**config.mk**
```make
export PLATFORM = sky130hd
export DESIGN_NAME = syndrome_frame_loader_flat
export DESIGN_NICKNAME = d
export VERILOG_FILES = /design/src/rtl/syndrome_frame_loader_if.sv /design/src/rtl/syndrome_frame_loader.sv /design/src/flat_wrapper.sv
export SDC_FILE = /design/constraint.sdc
export NUM_CORES = 1
export LEC_CHECK = 0
export BUFFER_PORTS_ARGS = -buffer_cell sky130_fd_sc_hd__buf_2
export CAP_MARGIN = 25
export CORE_ASPECT_RATIO = 1.75
export CORE_MARGIN = 4
export CORE_UTILIZATION = 40
export DETAILED_ROUTE_END_ITERATION = 7
export GPL_TIMING_DRIVEN = 0
export PLACE_DENSITY = 0.6
export SLEW_MARGIN = 20
export SYNTH_ARGS = -nofsm -noshare
export SYNTH_HDL_FRONTEND = slang
export SYNTH_SLANG_ARGS = --single-unit
```
**constraint.sdc**
```tcl
create_clock -name clk -period 2.69 [get_ports clk]
set_input_delay 0.269 -clock clk [delete_from_list [all_inputs] [get_ports clk]]
set_output_delay 0.269 -clock clk [all_outputs]
set_load 0.01 [all_outputs]
```
**src/rtl/syndrome_frame_loader_if.sv**
```systemverilog
// Syndrome word stream (valid/ready) between the measurement source and the frame loader.
interface syndrome_frame_loader_if #(
    parameter int INPUT_WIDTH = 8
) ();
    logic [INPUT_WIDTH-1:0] s_data;
    logic                   s_valid;
    logic                   s_last;
    logic                   s_ready;

    modport master (output s_data, s_valid, s_last, input s_ready);
    modport slave  (input s_data, s_valid, s_last, output s_ready);
endinterface

```
**src/rtl/syndrome_frame_loader.sv**
```systemverilog
// Assembles streamed syndrome words into per-round frames (ping-pong buffered) and launches them
// to the stage controller. Optional round counter: SYNDROME_LOADER_ROUND_COUNT_EN.
module syndrome_frame_loader #(
    parameter int CODE_DISTANCE_X = 3,
    parameter int CODE_DISTANCE_Z = 2,
    parameter int INPUT_WIDTH     = 8,
    parameter int STAGE_WIDTH     = 3
) (
    input  logic                          clk,
    input  logic                          reset,
    syndrome_frame_loader_if.slave        stream,
    input  logic [STAGE_WIDTH-1:0]        global_stage,
    output logic                          new_round_start,
    output logic [CODE_DISTANCE_X*CODE_DISTANCE_Z*
                  ((CODE_DISTANCE_X > CODE_DISTANCE_Z) ? CODE_DISTANCE_X : CODE_DISTANCE_Z)-1:0] measurements,
    output logic [1:0]                    frames_pending,
    output logic                          frame_error
`ifdef SYNDROME_LOADER_ROUND_COUNT_EN
    ,
    output logic [15:0]                   round_id
`endif
);
    localparam int MEASUREMENT_ROUNDS = (CODE_DISTANCE_X > CODE_DISTANCE_Z) ? CODE_DISTANCE_X : CODE_DISTANCE_Z;
    localparam int PU_COUNT           = CODE_DISTANCE_X * CODE_DISTANCE_Z * MEASUREMENT_ROUNDS;
    localparam int WORDS_PER_FRAME    = (PU_COUNT + INPUT_WIDTH - 1) / INPUT_WIDTH;
    localparam int WORD_IDX_WIDTH     = (WORDS_PER_FRAME > 1) ? $clog2(WORDS_PER_FRAME) : 1;
    localparam logic [WORD_IDX_WIDTH-1:0] LAST_IDX = WORD_IDX_WIDTH'(WORDS_PER_FRAME - 1);

    localparam logic [STAGE_WIDTH-1:0] STAGE_IDLE                = '0;
    localparam logic [STAGE_WIDTH-1:0] STAGE_MEASUREMENT_LOADING = STAGE_WIDTH'(1);

    typedef enum logic { FILL, DISCARD } fill_state_t;
    typedef enum logic { L_IDLE, L_WAIT } launch_state_t;

    fill_state_t   fill_state, fill_next;
    launch_state_t l_state, l_next;

    logic [1:0][PU_COUNT-1:0]   frame_buf;
    logic [1:0]                 full;
    logic                       fill_ptr;
    logic                       launch_ptr;
    logic [WORD_IDX_WIDTH-1:0]  word_idx;

    logic xfer, wr_en, frame_done, frame_bad, launch_fire, release_buf;

    // ---------------- fill FSM ----------------
    always_ff @(posedge clk) begin
        if (reset) fill_state <= FILL;
        else       fill_state <= fill_next;
    end

    always_comb begin
        fill_next = fill_state;
        case (fill_state)
            FILL:    if (xfer && word_idx == LAST_IDX && !stream.s_last) fill_next = DISCARD;
            DISCARD: if (xfer && stream.s_last) fill_next = FILL;
            default: fill_next = FILL;
        endcase
    end

    // The buffer under fill_ptr is always the next one in FIFO order, so it alone decides readiness.
    assign stream.s_ready = !reset && (fill_state == DISCARD || !full[fill_ptr]);
    assign xfer           = stream.s_valid && stream.s_ready;

    always_comb begin
        wr_en      = 1'b0;
        frame_done = 1'b0;
        frame_bad  = 1'b0;
        if (fill_state == FILL && xfer) begin
            wr_en      = 1'b1;
            frame_done = (word_idx == LAST_IDX) && stream.s_last;
            frame_bad  = (word_idx == LAST_IDX) != stream.s_last;
        end
    end

    // ---------------- launch FSM ----------------
    always_ff @(posedge clk) begin
        if (reset) l_state <= L_IDLE;
        else       l_state <= l_next;
    end

    always_comb begin
        l_next = l_state;
        case (l_state)
            L_IDLE:  if (launch_fire) l_next = L_WAIT;
            L_WAIT:  if (release_buf) l_next = L_IDLE;
            default: l_next = L_IDLE;
        endcase
    end

    always_comb begin
        launch_fire = (l_state == L_IDLE) && full[launch_ptr] && (global_stage == STAGE_IDLE);
        release_buf = (l_state == L_WAIT) && (global_stage == STAGE_MEASUREMENT_LOADING);
    end

    // ---------------- datapath ----------------
    always_ff @(posedge clk) begin
        if (reset) begin
            frame_buf       <= '0;
            full            <= '0;
            fill_ptr        <= 1'b0;
            launch_ptr      <= 1'b0;
            word_idx        <= '0;
            frame_error     <= 1'b0;
            new_round_start <= 1'b0;
            measurements    <= '0;
        end else begin
            new_round_start <= launch_fire;
            // Word k lands on frame bits [k*INPUT_WIDTH +: INPUT_WIDTH]; bits past PU_COUNT are dropped.
            for (int b = 0; b < PU_COUNT; b++) begin
                if (wr_en && WORD_IDX_WIDTH'(b / INPUT_WIDTH) == word_idx)
                    frame_buf[fill_ptr][b] <= stream.s_data[b % INPUT_WIDTH];
            end
            if (wr_en) begin
                if (stream.s_last || word_idx == LAST_IDX) word_idx <= '0;
                else                                       word_idx <= word_idx + 1'b1;
            end
            if (frame_bad) frame_error <= 1'b1;
            // Completion and release always target different buffers.
            if (frame_done) begin
                full[fill_ptr] <= 1'b1;
                fill_ptr       <= ~fill_ptr;
            end
            if (release_buf) begin
                full[launch_ptr] <= 1'b0;
                launch_ptr       <= ~launch_ptr;
            end
            if (launch_fire) measurements <= frame_buf[launch_ptr];
        end
    end

`ifdef SYNDROME_LOADER_ROUND_COUNT_EN
    always_ff @(posedge clk) begin
        if (reset)            round_id <= '0;
        else if (launch_fire) round_id <= round_id + 16'd1;
    end
`endif

    assign frames_pending = {1'b0, full[0]} + {1'b0, full[1]};
endmodule

```
**src/flat_wrapper.sv**
```systemverilog
// flat-port wrapper written by rule: the top's interface ports become plain ports
module syndrome_frame_loader_flat 
#(
    parameter int CODE_DISTANCE_X = 3,
    parameter int CODE_DISTANCE_Z = 2,
    parameter int INPUT_WIDTH     = 8,
    parameter int STAGE_WIDTH     = 3
)
  (clk, reset, global_stage, new_round_start, measurements, frames_pending, frame_error, stream_s_data, stream_s_valid, stream_s_last, stream_s_ready);
  syndrome_frame_loader_if #(.INPUT_WIDTH(INPUT_WIDTH)) stream_i ();
  input  logic clk;
  input  logic reset;
  input  logic [STAGE_WIDTH-1:0] global_stage;
  output logic new_round_start;
  output logic [CODE_DISTANCE_X*CODE_DISTANCE_Z*
                  ((CODE_DISTANCE_X > CODE_DISTANCE_Z) ? CODE_DISTANCE_X : CODE_DISTANCE_Z)-1:0] measurements;
  output logic [1:0] frames_pending;
  output logic frame_error;
  input wire logic [$bits(stream_i.s_data)-1:0] stream_s_data;
  input wire logic [$bits(stream_i.s_valid)-1:0] stream_s_valid;
  input wire logic [$bits(stream_i.s_last)-1:0] stream_s_last;
  output wire logic [$bits(stream_i.s_ready)-1:0] stream_s_ready;
  assign stream_i.s_data = stream_s_data;
  assign stream_i.s_valid = stream_s_valid;
  assign stream_i.s_last = stream_s_last;
  assign stream_s_ready = stream_i.s_ready;
  syndrome_frame_loader #(.CODE_DISTANCE_X(CODE_DISTANCE_X), .CODE_DISTANCE_Z(CODE_DISTANCE_Z), .INPUT_WIDTH(INPUT_WIDTH), .STAGE_WIDTH(STAGE_WIDTH)) u_core (.clk(clk), .reset(reset), .stream(stream_i), .global_stage(global_stage), .new_round_start(new_round_start), .measurements(measurements), .frames_pending(frames_pending), .frame_error(frame_error));
endmodule
```
==> impl_results.html <==
<table>
<tr><th>Metric</th><th>Value</th></tr>
<tr><th colspan="2">STA</th></tr>
<tr><td>Final hold slack</td><td>0.151 ns</td></tr>
<tr><td>Max-slew violation total from the final report</td><td>0</td></tr>
<tr><td>Max-slew headroom at the worst pin</td><td>0.508</td></tr>
<tr><td>Final Setup Violations</td><td>0</td></tr>
<tr><td>Post-route setup slack</td><td>around 0.68 ns</td></tr>
<tr><td>Crit path time final</td><td>2.01 ns</td></tr>
<tr><td>Unrepaired setup endpoints after global routing</td><td>no</td></tr>
<tr><td>Fmax</td><td>0.498 GHz</td></tr>
<tr><td>Worst Max-Slew Pin Slew</td><td>0.738 ns</td></tr>
<tr><td>Final setup skew</td><td>0.00485 ns</td></tr>
<tr><td>Ratio of final minimum period to clock period</td><td>0.747</td></tr>
<tr><td>Final-report hold violation count</td><td>0</td></tr>
<tr><td>Aggregate negative setup slack</td><td>0 ns</td></tr>
<tr><th colspan="2">Floorplanning</th></tr>
<tr><td>Floorplan die area</td><td>between 0.008 and 0.009 mm²</td></tr>
<tr><td>Initial Util</td><td>0.413</td></tr>
<tr><td>IO Count</td><td>38</td></tr>
<tr><td>Die extent in y</td><td>120 µm</td></tr>
<tr><td>Core Footprint</td><td>0.00691 mm²</td></tr>
<tr><td>Row count</td><td>40</td></tr>
<tr><td>Horizontal extent of the die</td><td>slightly above 70 µm</td></tr>
<tr><th colspan="2">Placement</th></tr>
<tr><td>DP Wirelength</td><td>5.30 mm</td></tr>
<tr><td>Total of buffers placed on input and output ports</td><td>37</td></tr>
<tr><td>Global placement routability congestion</td><td>about 0.8</td></tr>
<tr><td>Worst setup slack before clock tree synthesis</td><td>approximately 0.67 ns</td></tr>
<tr><th colspan="2">GRT</th></tr>
<tr><td>Number of global-route vias before repair</td><td>about 2.4k</td></tr>
<tr><td>Pin count of the biggest net entering global routing</td><td>11</td></tr>
<tr><td>Number of antenna violations at the first check in global routing</td><td>0</td></tr>
<tr><td>Global route overflow</td><td>0</td></tr>
<tr><td>Total track usage</td><td>0.182</td></tr>
<tr><td>First-pass GRT wire length</td><td>11.9 mm</td></tr>
<tr><th colspan="2">Synthesis</th></tr>
<tr><td>Synthesized area per cell</td><td>9.14 µm²</td></tr>
<tr><td>Number of distinct library cell variants in the gate-level netlist after synthesis</td><td>38</td></tr>
<tr><td>Post-synthesis instance area</td><td>0.00285 mm²</td></tr>
<tr><td>Biggest area contributors in the synthesized netlist</td><td>dfxtp_1, a21oi_1, mux2i_1</td></tr>
<tr><td>Most frequently used cell type in the post-synthesis netlist</td><td>dfxtp_1</td></tr>
<tr><td>FF+latch count, synth</td><td>64</td></tr>
<tr><td>Area share of the leading cell type in the synthesized netlist</td><td>0.450</td></tr>
<tr><td>Top_reg_cell synth</td><td>dfxtp_1</td></tr>
<tr><td>Sequential area share after synthesis</td><td>0.450</td></tr>
<tr><td>Ranking of synthesized cells by instance count</td><td>dfxtp_1, a21oi_1, nand3_1</td></tr>
<tr><td>Number of synthesized flops with an enable pin</td><td>0</td></tr>
<tr><td>Net count after synthesis</td><td>333</td></tr>
<tr><td>Fraction of registers with async set/reset</td><td>0</td></tr>
<tr><td>Synthesis Warnings</td><td>0</td></tr>
<tr><td>Synth Instances</td><td>roughly 310</td></tr>
<tr><td>Cell taking the most area after synthesis</td><td>dfxtp_1</td></tr>
<tr><th colspan="2">Setup path</th></tr>
<tr><td>Critical path's most frequent cell</td><td>buf_2</td></tr>
<tr><td>Instance count on the critical path</td><td>6</td></tr>
<tr><td>Crit path max fanout</td><td>10</td></tr>
<tr><td>Length in cells of the worst reg-to-reg path</td><td>7</td></tr>
<tr><td>CP Launch Type</td><td>primary input</td></tr>
<tr><td>Data required time at the worst endpoint</td><td>2.42 ns</td></tr>
<tr><td>End of the worst register-to-register path</td><td>u_core.frame_buf[32]$_SDFFE_PP0P_</td></tr>
<tr><td>Worst reg2reg setup slack</td><td>1.06 ns</td></tr>
<tr><td>Buffers plus inverters on the worst setup path</td><td>5</td></tr>
<tr><td>Type of the setup path with the least slack</td><td>in -&gt; out</td></tr>
<tr><td>Largest stage delay on the critical path</td><td>0.51 ns</td></tr>
<tr><td>Sort of element at the end of the critical path</td><td>output pin</td></tr>
<tr><td>CP max stage cell</td><td>buf_1</td></tr>
<tr><td>Crit-path cells</td><td>buf_2 &gt; buf_2 &gt; clkbuf_1 &gt; buf_1 &gt; nor2_1 &gt; buf_2</td></tr>
<tr><td>Arrival time worst endpoint</td><td>1.74 ns</td></tr>
<tr><td>Endpoint of the most critical setup path</td><td>stream_s_ready</td></tr>
<tr><td>Reg2Reg Launch Point</td><td>u_core.word_idx[1]$_SDFFE_PP0N_</td></tr>
<tr><td>Crit path from</td><td>reset</td></tr>
<tr><td>CP delay by family, top</td><td>buffers and inverters</td></tr>
<tr><th colspan="2">Clock network</th></tr>
<tr><td>Max H-tree Level</td><td>3</td></tr>
<tr><td>Clock slew seen by the registers of the worst setup and hold paths</td><td>0.05 ns</td></tr>
<tr><td>Sinks on Clock Net</td><td>64</td></tr>
<tr><td>Post_cts resized</td><td>0</td></tr>
<tr><td>CTS max path bufs</td><td>2</td></tr>
<tr><td>Clock tree from TritonCTS</td><td>built</td></tr>
<tr><td>Clock root buffer master</td><td>clkbuf_16</td></tr>
<tr><td>Post-CTS setup buffers</td><td>0</td></tr>
<tr><td>Number of clock buffers inserted by TritonCTS</td><td>9</td></tr>
<tr><td>Clk Latency, worst-skew pair</td><td>0.33 ns</td></tr>
<tr><td>Number of hold-repair buffers added at the cts stage</td><td>0</td></tr>
<tr><th colspan="2">Drt</th></tr>
<tr><td>Post-route antenna net violation count</td><td>0</td></tr>
<tr><td>Total vias in the final route</td><td>2464</td></tr>
<tr><td>Ratio of routed vias to standard cells</td><td>between 5 and 6</td></tr>
<tr><td>Remaining design rule violation count</td><td>0</td></tr>
<tr><td>Drt initial violations</td><td>about 120</td></tr>
<tr><td>WL final</td><td>7.31 mm</td></tr>
<tr><td>First-pass DRT Iterations</td><td>5</td></tr>
<tr><td>Detailed-route wire length per cell</td><td>16.3 µm</td></tr>
<tr><th colspan="2">Worst hold path</th></tr>
<tr><td>Path type of the worst min-delay path</td><td>in -&gt; reg</td></tr>
<tr><th colspan="2">Finish</th></tr>
<tr><td>Ratio of cells with drive above 1 in the final layout</td><td>0.214</td></tr>
<tr><td>Final Net Count</td><td>381</td></tr>
<tr><td>Antenna diode count</td><td>0</td></tr>
<tr><td>Area grow syn2layout</td><td>21.9%</td></tr>
<tr><th colspan="2">Power</th></tr>
<tr><td>IR drop worst, VDD</td><td>0.000331 V</td></tr>
<tr><td>Final Total Pwr</td><td>0.00238 W</td></tr>
<tr><td>Leakage dissipation</td><td>around 1.2 nW</td></tr>
<tr><td>Power density normalized to cell area</td><td>685 mW/mm²</td></tr>
<tr><th colspan="2">Run status</th></tr>
<tr><td>Result of the run</td><td>finished clean</td></tr>
<tr><th colspan="2">Run</th></tr>
<tr><td>Maximum Capacitance Violations</td><td>0</td></tr>
</table>
cell usage in the layout, fill, tap and decap left out, types with 6 or more instances in the layout:
| master | instances |
|---|---|
| ha_1 | 6 |
| a211oi_1 | 17 |
| clkbuf_1 | 11 |
| dfxtp_1 | 64 |
| buf_2 | 46 |
| clkbuf_16 | 9 |
| inv_1 | 6 |
| o21ai_0 | 35 |
| nand3_1 | 37 |
| a21oi_1 | 55 |
| nor2_1 | 7 |
| mux2i_1 | 19 |
stage by stage:
stage	instances	cell area, µm²	utilization
global placement	433	3140	0.455
finish	449	3470	0.503
CTS	449	3470	0.503
detailed placement	433	3140	0.455
global route	449	3470	0.503
floorplan	312	2850	-
state kept, by name, summed over array words and instances, names as in the netlist:
| register | flops |
|---|---|
| u_core.fill_ptr | 1 |
| u_core.fill_state | 1 |
| u_core.frame_buf | 36 |
| u_core.frame_error | 1 |
| u_core.full | 2 |
| u_core.l_state | 1 |
| u_core.launch_ptr | 1 |
| u_core.measurements | 18 |
| u_core.new_round_start | 1 |
| u_core.word_idx | 2 |
worst register-to-register path: stages (launching register included):
cell and delay [ns]:
dfxtp_1 0.31, inv_1 0.10, ha_1 0.17, and3b_1 0.16, clkbuf_1 0.28, buf_2 0.29
nand3_1 0.10, a21oi_1 0.15
worst min path at each step:
stage | from | endpoint | slack, ns | cells after the start
6_report | stream_s_last | u_core.fill_state$_SDFF_PP0_ | 0.15 | 2
5_1_grt | stream_s_last | u_core.fill_state$_SDFF_PP0_ | 0.16 | 2
4_1_cts | stream_s_last | u_core.fill_state$_SDFF_PP0_ | 0.15 | 2
3_5_place_dp | u_core.frame_buf[15]$_SDFFE_PP0P_ | u_core.frame_buf[15]$_SDFFE_PP0P_ | 0.47 | 2
3_3_place_gp | u_core.frame_error$_SDFFE_PP0P_ | u_core.frame_error$_SDFFE_PP0P_ | 0.45 | 2
2_1_floorplan | global_stage[0] | u_core.l_state$_SDFF_PP0_ | 0.37 | 1
metal layers:
metal	global-route usage	vias up	part of all wire
met5	0	-	0
met4	0.0776	0	0.021
met3	0.0444	11	0.033
met2	0.316	49	0.54
met1	0.208	1166	0.41
li1	-	1238	-
power breakdown:
group	total (W)	internal [W]	switching, W
registers	0.000969	0.000962	0.00000615
clock network	0.00128	0.000887	0.000396
logic	0.000128	0.0000417	0.0000867
cells by family after synthesis:
group                      synth area share
and+or+nand+nor                       0.132
buffers and inverters                0.0724
xor gates and xnor gates            0.00307
AOI/OAI and AO/OA                     0.246
muxes                                0.0707
adders and majority gates            0.0263
DFF                                   0.450
area by class of cell:
cell class | instances | area (µm²)
clock inverter | 2 | 60.1
sequential | 64 | 1280
timing repair buffer | 37 | 185
clock buffer | 14 | 274
fill | 693 | 3430
multi-input combinational | 212 | 1360
tap | 84 | 105
inverter | 6 | 22.5
buffer | 30 | 184
(Power assumes the default switching activity.)
